<file path="config.mk">
export PLATFORM = sky130hd
export DESIGN_NAME = ahb3lite_arb
export DESIGN_NICKNAME = d
export VERILOG_FILES = /design/src/rtl/ahb3lite_arb.sv
export SDC_FILE = /design/constraint.sdc
export NUM_CORES = 1
export LEC_CHECK = 0
export BUFFER_PORTS_ARGS = -buffer_cell sky130_fd_sc_hd__buf_2
export CORE_AREA = 3 3 118 120
export CTS_BUF_LIST = sky130_fd_sc_hd__clkbuf_16
export DETAILED_ROUTE_END_ITERATION = 8
export DIE_AREA = 0 0 121 123
export PLACE_DENSITY = 0.52
export SLEW_MARGIN = 25
export SYNTH_ARGS = -nofsm -noshare
export SYNTH_HDL_FRONTEND = slang
export SYNTH_SLANG_ARGS = --single-unit
</file>
<file path="constraint.sdc">
create_clock -name CLK -period 2.6 [get_ports CLK]
set_input_delay 0.26 -clock CLK [delete_from_list [all_inputs] [get_ports CLK]]
set_output_delay 0.26 -clock CLK [all_outputs]
set_load 0.03 [all_outputs]
</file>
<file path="src/rtl/ahb3lite_arb.sv">
// ahb3lite_arb: N-master to single-slave AHB3-lite arbiter.
// Ownership changes only while the owner drives IDLE and HREADY is high,
// so no address phase is lost or repeated. Round-robin by default; define
// AHB3LITE_ARB_FIXED_PRIO_EN for lowest-index-first selection instead.
module ahb3lite_arb #(
   parameter int NMASTER       = 2,
   parameter int DEFAULT_OWNER = 0
) (
   input  logic                   CLK,
   input  logic                   RESET,
   input  logic [NMASTER*32-1:0]  M_HADDR,
   input  logic [NMASTER*32-1:0]  M_HWDATA,
   input  logic [NMASTER-1:0]     M_HWRITE,
   input  logic [NMASTER*3-1:0]   M_HSIZE,
   input  logic [NMASTER*3-1:0]   M_HBURST,
   input  logic [NMASTER*4-1:0]   M_HPROT,
   input  logic [NMASTER*2-1:0]   M_HTRANS,
   output logic [31:0]            M_HRDATA,
   output logic [NMASTER-1:0]     M_HRESP,
   output logic [NMASTER-1:0]     M_HREADY,
   output logic [31:0]            HADDR,
   output logic [31:0]            HWDATA,
   output logic                   HWRITE,
   output logic [2:0]             HSIZE,
   output logic [2:0]             HBURST,
   output logic [3:0]             HPROT,
   output logic [1:0]             HTRANS,
   input  logic [31:0]            HRDATA,
   input  logic                   HRESP,
   input  logic                   HREADY,
   output logic [NMASTER-1:0]     GRANT
);

   localparam int AW = (NMASTER > 1) ? $clog2(NMASTER) : 1;
   localparam logic [1:0] HTRANS_IDLE   = 2'b00;
   localparam logic [1:0] HTRANS_NONSEQ = 2'b10;

   typedef enum logic {ST_OWNED, ST_SWITCHABLE} state_t;

   state_t             w_state;
   logic [AW-1:0]      r_aowner;
   logic [AW-1:0]      r_downer;
   logic               r_dvalid;
   logic [NMASTER-1:0] r_grant;
   logic [AW-1:0]      w_aowner_nxt;
   logic [NMASTER-1:0] w_grant_nxt;
   logic [AW-1:0]      w_idx;
   logic               w_found;
   logic [NMASTER-1:0] w_req;

   logic [31:0] w_haddr  [NMASTER];
   logic [31:0] w_hwdata [NMASTER];
   logic [2:0]  w_hsize  [NMASTER];
   logic [2:0]  w_hburst [NMASTER];
   logic [3:0]  w_hprot  [NMASTER];
   logic [1:0]  w_htrans [NMASTER];

   for (genvar g = 0; g < NMASTER; g++) begin : g_unpack
      assign w_haddr[g]  = M_HADDR[g*32 +: 32];
      assign w_hwdata[g] = M_HWDATA[g*32 +: 32];
      assign w_hsize[g]  = M_HSIZE[g*3 +: 3];
      assign w_hburst[g] = M_HBURST[g*3 +: 3];
      assign w_hprot[g]  = M_HPROT[g*4 +: 4];
      assign w_htrans[g] = M_HTRANS[g*2 +: 2];
      assign w_req[g]    = (M_HTRANS[g*2 +: 2] == HTRANS_NONSEQ);
   end

   // State register: owners, data-phase tracking and registered grant; all hold while HREADY is low
   always_ff @(posedge CLK) begin
      if (RESET) begin
         r_aowner <= AW'(DEFAULT_OWNER);
         r_downer <= AW'(DEFAULT_OWNER);
         r_dvalid <= 1'b0;
         r_grant  <= NMASTER'(1) << DEFAULT_OWNER;
      end else if (HREADY) begin
         r_aowner <= w_aowner_nxt;
         r_grant  <= w_grant_nxt;
         r_downer <= r_aowner;
         r_dvalid <= HTRANS[1];
      end
   end

   // Next state: classify the owner's phase and pick the next owner at a switch point
   always_comb begin
      w_state      = (HTRANS == HTRANS_IDLE) ? ST_SWITCHABLE : ST_OWNED;
      w_aowner_nxt = r_aowner;
      w_found      = 1'b0;
      w_idx        = '0;
      if (w_state == ST_SWITCHABLE && HREADY) begin
         for (int unsigned i = 0; i < NMASTER; i++) begin
`ifdef AHB3LITE_ARB_FIXED_PRIO_EN
            w_idx = AW'(i);
`else
            // scan starts just after the current owner and reaches it last
            w_idx = AW'((int'(r_aowner) + int'(i) + 1) % NMASTER);
`endif
            if (!w_found && w_req[w_idx]) begin
               w_aowner_nxt = w_idx;
               w_found      = 1'b1;
            end
         end
      end
      w_grant_nxt               = '0;
      w_grant_nxt[w_aowner_nxt] = 1'b1;
   end

   // Outputs: bus muxes by owner, per-master ready/response, stall non-owning requesters
   always_comb begin
      HADDR    = w_haddr[r_aowner];
      HWRITE   = M_HWRITE[r_aowner];
      HSIZE    = w_hsize[r_aowner];
      HBURST   = w_hburst[r_aowner];
      HPROT    = w_hprot[r_aowner];
      HTRANS   = w_htrans[r_aowner];
      HWDATA   = w_hwdata[r_downer];
      M_HRDATA = HRDATA;
      GRANT    = r_grant;
      M_HREADY = '1;
      M_HRESP  = '0;
      for (int unsigned m = 0; m < NMASTER; m++) begin
         if (AW'(m) == r_aowner) begin
            M_HREADY[m] = HREADY;
            M_HRESP[m]  = HRESP;
         end else if (w_req[m]) begin
            M_HREADY[m] = 1'b0;
         end
      end
   end

   // A live data phase always belongs to a real master
   a_downer_range: assert property (@(posedge CLK) disable iff (RESET)
      r_dvalid |-> (int'(r_downer) < NMASTER));

endmodule

</file>
==> Yosys cells after proc, flatten, opt, wreduce, memory -nomap -nowiden <==
Index checks and enable logic that the tools add are counted.
{ "word_totals": {"wordCells": 59, "inputBits": 190, "reg_bits": 4, "out_inout_bits": 115, "mem_bits_ro": 0, "mem_count": 0, "latchBits": 0, "ramBits": 0} }
{ "classes": {"div_mod_pow": 0, "n_bitwise": 2, "multipliers": 0, "n_addsub": 2, "n_reduce_logical": 5, "eq_ne": 2, "mux": 38, "n_lt_le_gt_ge": 7, "n_shift": 0} }
{ "op_table": {"columns": ["cell", "n"], "rows": [
  ["two-way mux 32 bit", 6],
  ["two-way mux 1 bit", 19],
  ["two-way mux 3 bit", 6],
  ["two-way mux 4 bit", 3],
  ["< comparator 1 x 2 -> 1 bit, second input constant", 4],
  ["two-way mux 2 bit", 3],
  ["== test 2 bit, second input constant", 2],
  [">= comparator 2 bit, second input constant", 2],
  ["inverter 1 -> 2 bit", 2],
  ["logical AND 1 bit", 3],
  ["adder 1 bit, second input constant", 2],
  ["logical NOT 2 bit", 1],
  ["demux 1 bit (select 1 bit)", 1],
  [">= comparator 1 bit, second input constant", 1],
  ["logical NOT 1 bit", 1]
]} }

==> Logic depth before layout (Yosys ltp) <==
{ "depth": {"ltp_word": 16, "mapped_depth": 4, "ltp_nobuf": 3} }

==> Worst setup path before layout <==
Ideal clock, no wire load.
{ "synth_path": {"path_type": "reg-to-output", "from": "register with a tool-made name", "to": "output HTRANS[0]", "required_ps": 2340, "stages_incl_launch_ff": 4, "n_path_buf": 2, "t_arrival_ps": 1261, "path_slack_ps": 1079, "path_cell_list": "dfxtp_1 > buf_6 > buf_6 > o21ai_0"} }
{ "synth_rtl": {"columns": ["item", "line_no", "rtl"], "rows": [
  ["to (decl)", "27", "output logic [1:0] HTRANS,"]
]} }

==> impl_metrics.ini <==
[outcome]
outcome = finished, final reports clean

[clock_network]
clockBufferDepth = 2
cts_resized = 0
htreeDepth = 1
cts_tree = yes
cts-root-buf = clkbuf_16
path_clk_slew_ns = 0.03
holdBufCountCts = 0
postCtsSetupBuffers = 0
clk_latency_ns = 0.22
cts_buffers = 3
cts_sinks = 3

[power_and_ir_drop]
max-vdd-ir-drop_mv = 0.1005
p_comb_share_pct = 64.4
switching_power_w = 0.0003379
cellInternalPower_w = 0.0004908
p_clk_share_pct = 29.1
power_density_nw_per_um2 = 301.3
pwr-share-seq_pct = 6.5
p_leak_nw = 1.479
power_switching_share_pct = 40.78

[layout]
diodes = 0
area_growth_pct = 75.42
fillers = 1419
final_cells = 526
drive_gt1_share_pct = 92.29
nets = 541

[timing]
fin_crit_ns = 1.945
skew_ns = 0.0005592
worst_slew_margin_rel_pct = 66.17
slew_viol_final = 0
worst_slack_ns = 0.6554
setup_tns_ns = 0
finalSetupViolations = 0
hold_viol_final = 0
period_share_pct = 74.79
fmax_ghz = 0.5142
worstMarginPinSlew_ns = 0.5075
rsz0062_at_grt = no

[global_routing]
met3_usage_pct = 2.013
top_usage_layer = met2
met1_usage_pct = 7.694
grt_antenna_before_repair = 1
grt_max_degree = 33
grt.overflow.total = 0
use_met2_pct = 12.75
grt_pass1_wl_um = 8342
track_usage_pct = 6.986
grt_pass1_vias = 1702

[synth]
synth_top_family_by_area = multiplexers
synth_top_area_cell = mux2_4
ys_seq_area_share_pct = 3.831
synth-adder-area-share_pct = 0
ys_warn_count = 0
netlist_area_um2 = 1568
synth_seq_cells = 3
synth_simple_gate_area_share_pct = 5.826
yosys.cell_types.count = 21
synth_xor_xnor_area_share_pct = 0
synth.avg_cell_area_um2 = 10.74
syn_inst = 146
synthMuxAreaShare_pct = 63.93
synth_fp_nets = 336
synth_area_leaders = mux2_4 (37%), mux2_2 (25%), buf_4 (16%), buf_6 (6.5%), dfxtp_1 (3.8%)
synth_top_area_share_pct = 37.35
synth_compound_gate_area_share_pct = 3.591

[floorplan]
fp.dieH_um = 123
row_count = 42
start_util_pct = 11.98
core_area_um2 = 13090
die-area_um2 = 14880
die_w_um = 121
num_io_pins = 305

[worst_setup_path]
path_max_fanout = 30
critPathKind = register to output port
arrival_ns = 1.68
crit_required_ns = 2.34
crit_path_end_kind = output port
startpoint_type = register

[detailed_routing]
num_vias = 1865
wirelength_um = 6328
wire_per_inst_um = 12.03
drc = 0
drtPass1Iterations = 4
drt_iter0_drc = 35
drtAntennaViolNets = 0
viasPerCell = 3.546

[placed_design]
placedCellCount = 522
routabilityCongestion = 0.7306
dp_hpwl_um = 5634
pre_cts_ws_ns = 0.8775
io_buffers = 240

[run]
maxCapViolCount = 0

[min_path]
hold_path.class = primary input to register
==> final timing paths <==
path                               start   endpoint  slack, ns  depth (start not counted)
worst max-delay path            register  HADDR[30]       0.66                          3
worst min-delay path               RESET   r_downer       0.27                          2
worst max register to register  register   GRANT[0]       1.36                          3
worst min register to register  r_downer   r_downer       0.48                          2
==> area by class of cell <==
cell class	instances	area (µm²)	share of cell area, %
Timing Repair Buffer	243	1236	44.95
Multi-Input combinational cell	99	1150	41.81
Tap cell	176	220.2	8.007
Clock buffer	3	75.07	2.730
Sequential cell	3	61.31	2.229
Clock inverter	1	3.754	0.1365
Inverter	1	3.754	0.1365
==> worst max-delay path, stage by stage (launching register included) <==
cell	delay, ns
dfxtp_2	0.64
buf_12	0.30
mux2_4	0.32
buf_2	0.17
==> power by group through the flow <==
stage | Clock [W] | Combinational, W | Sequential (W)
after floorplan | 0 | 0.000436 | 0.0000507
after global placement | 0 | 0.000530 | 0.0000547
after detailed placement | 0 | 0.000537 | 0.0000550
after CTS | 0.000246 | 0.000539 | 0.0000543
after global routing | 0.000250 | 0.000566 | 0.0000551
final | 0.000241 | 0.000534 | 0.0000542
==> Yosys cell counts (all sizes together) <==
cell type and instances:
a211oi 1, nand2 3, nor4b 1, and2 1, nor2b 2, o21ai 1
dfxtp 3, buf 43, mux2 76, o31ai 1, nor3 2, nand2b 2
a31oi 2, nor2 4, a21oi 2, o32ai 1, inv 1
==> through the flow <==
stage	hold slack, ns	power, W	instance area, µm²	util (%)
after global routing	0.2851	0.0008717	2750	21.02
after floorplan	0.3291	0.0004862	1568	-
final	0.2732	0.0008287	2750	21.02
after CTS	0.2689	0.0008399	2750	21.02
after global placement	0.4786	0.0005852	2671	20.42
after detailed placement	0.4823	0.0005922	2671	20.42
==> placed cells by master (no fill, tap or decap), types with 2 or more instances in the layout <==
cell and instances:
buf_2 240, mux2_4 39, mux2_2 35, nor2_1 4
nand2_1 3, clkbuf_16 3, dfxtp_1 2, inv_1 2
mux2_1 2, nor2b_1 2, a21oi_1 2, a31oi_1 2
nor3_1 2, nand2b_1 2, buf_4 2
==> layer usage <==
metal  share of wire [%]  vias up
met3                  12       16
li1                    -      899
met2                  52      122
met1                  34      826
met4                 1.5        2
met5                0.21        -
==> kinds of logic after synthesis <==
logic type | Yosys count
simple gates | 15
compound gates | 8
flops | 3
buf+inv | 44
mux | 76
(Power assumes the default switching activity.)
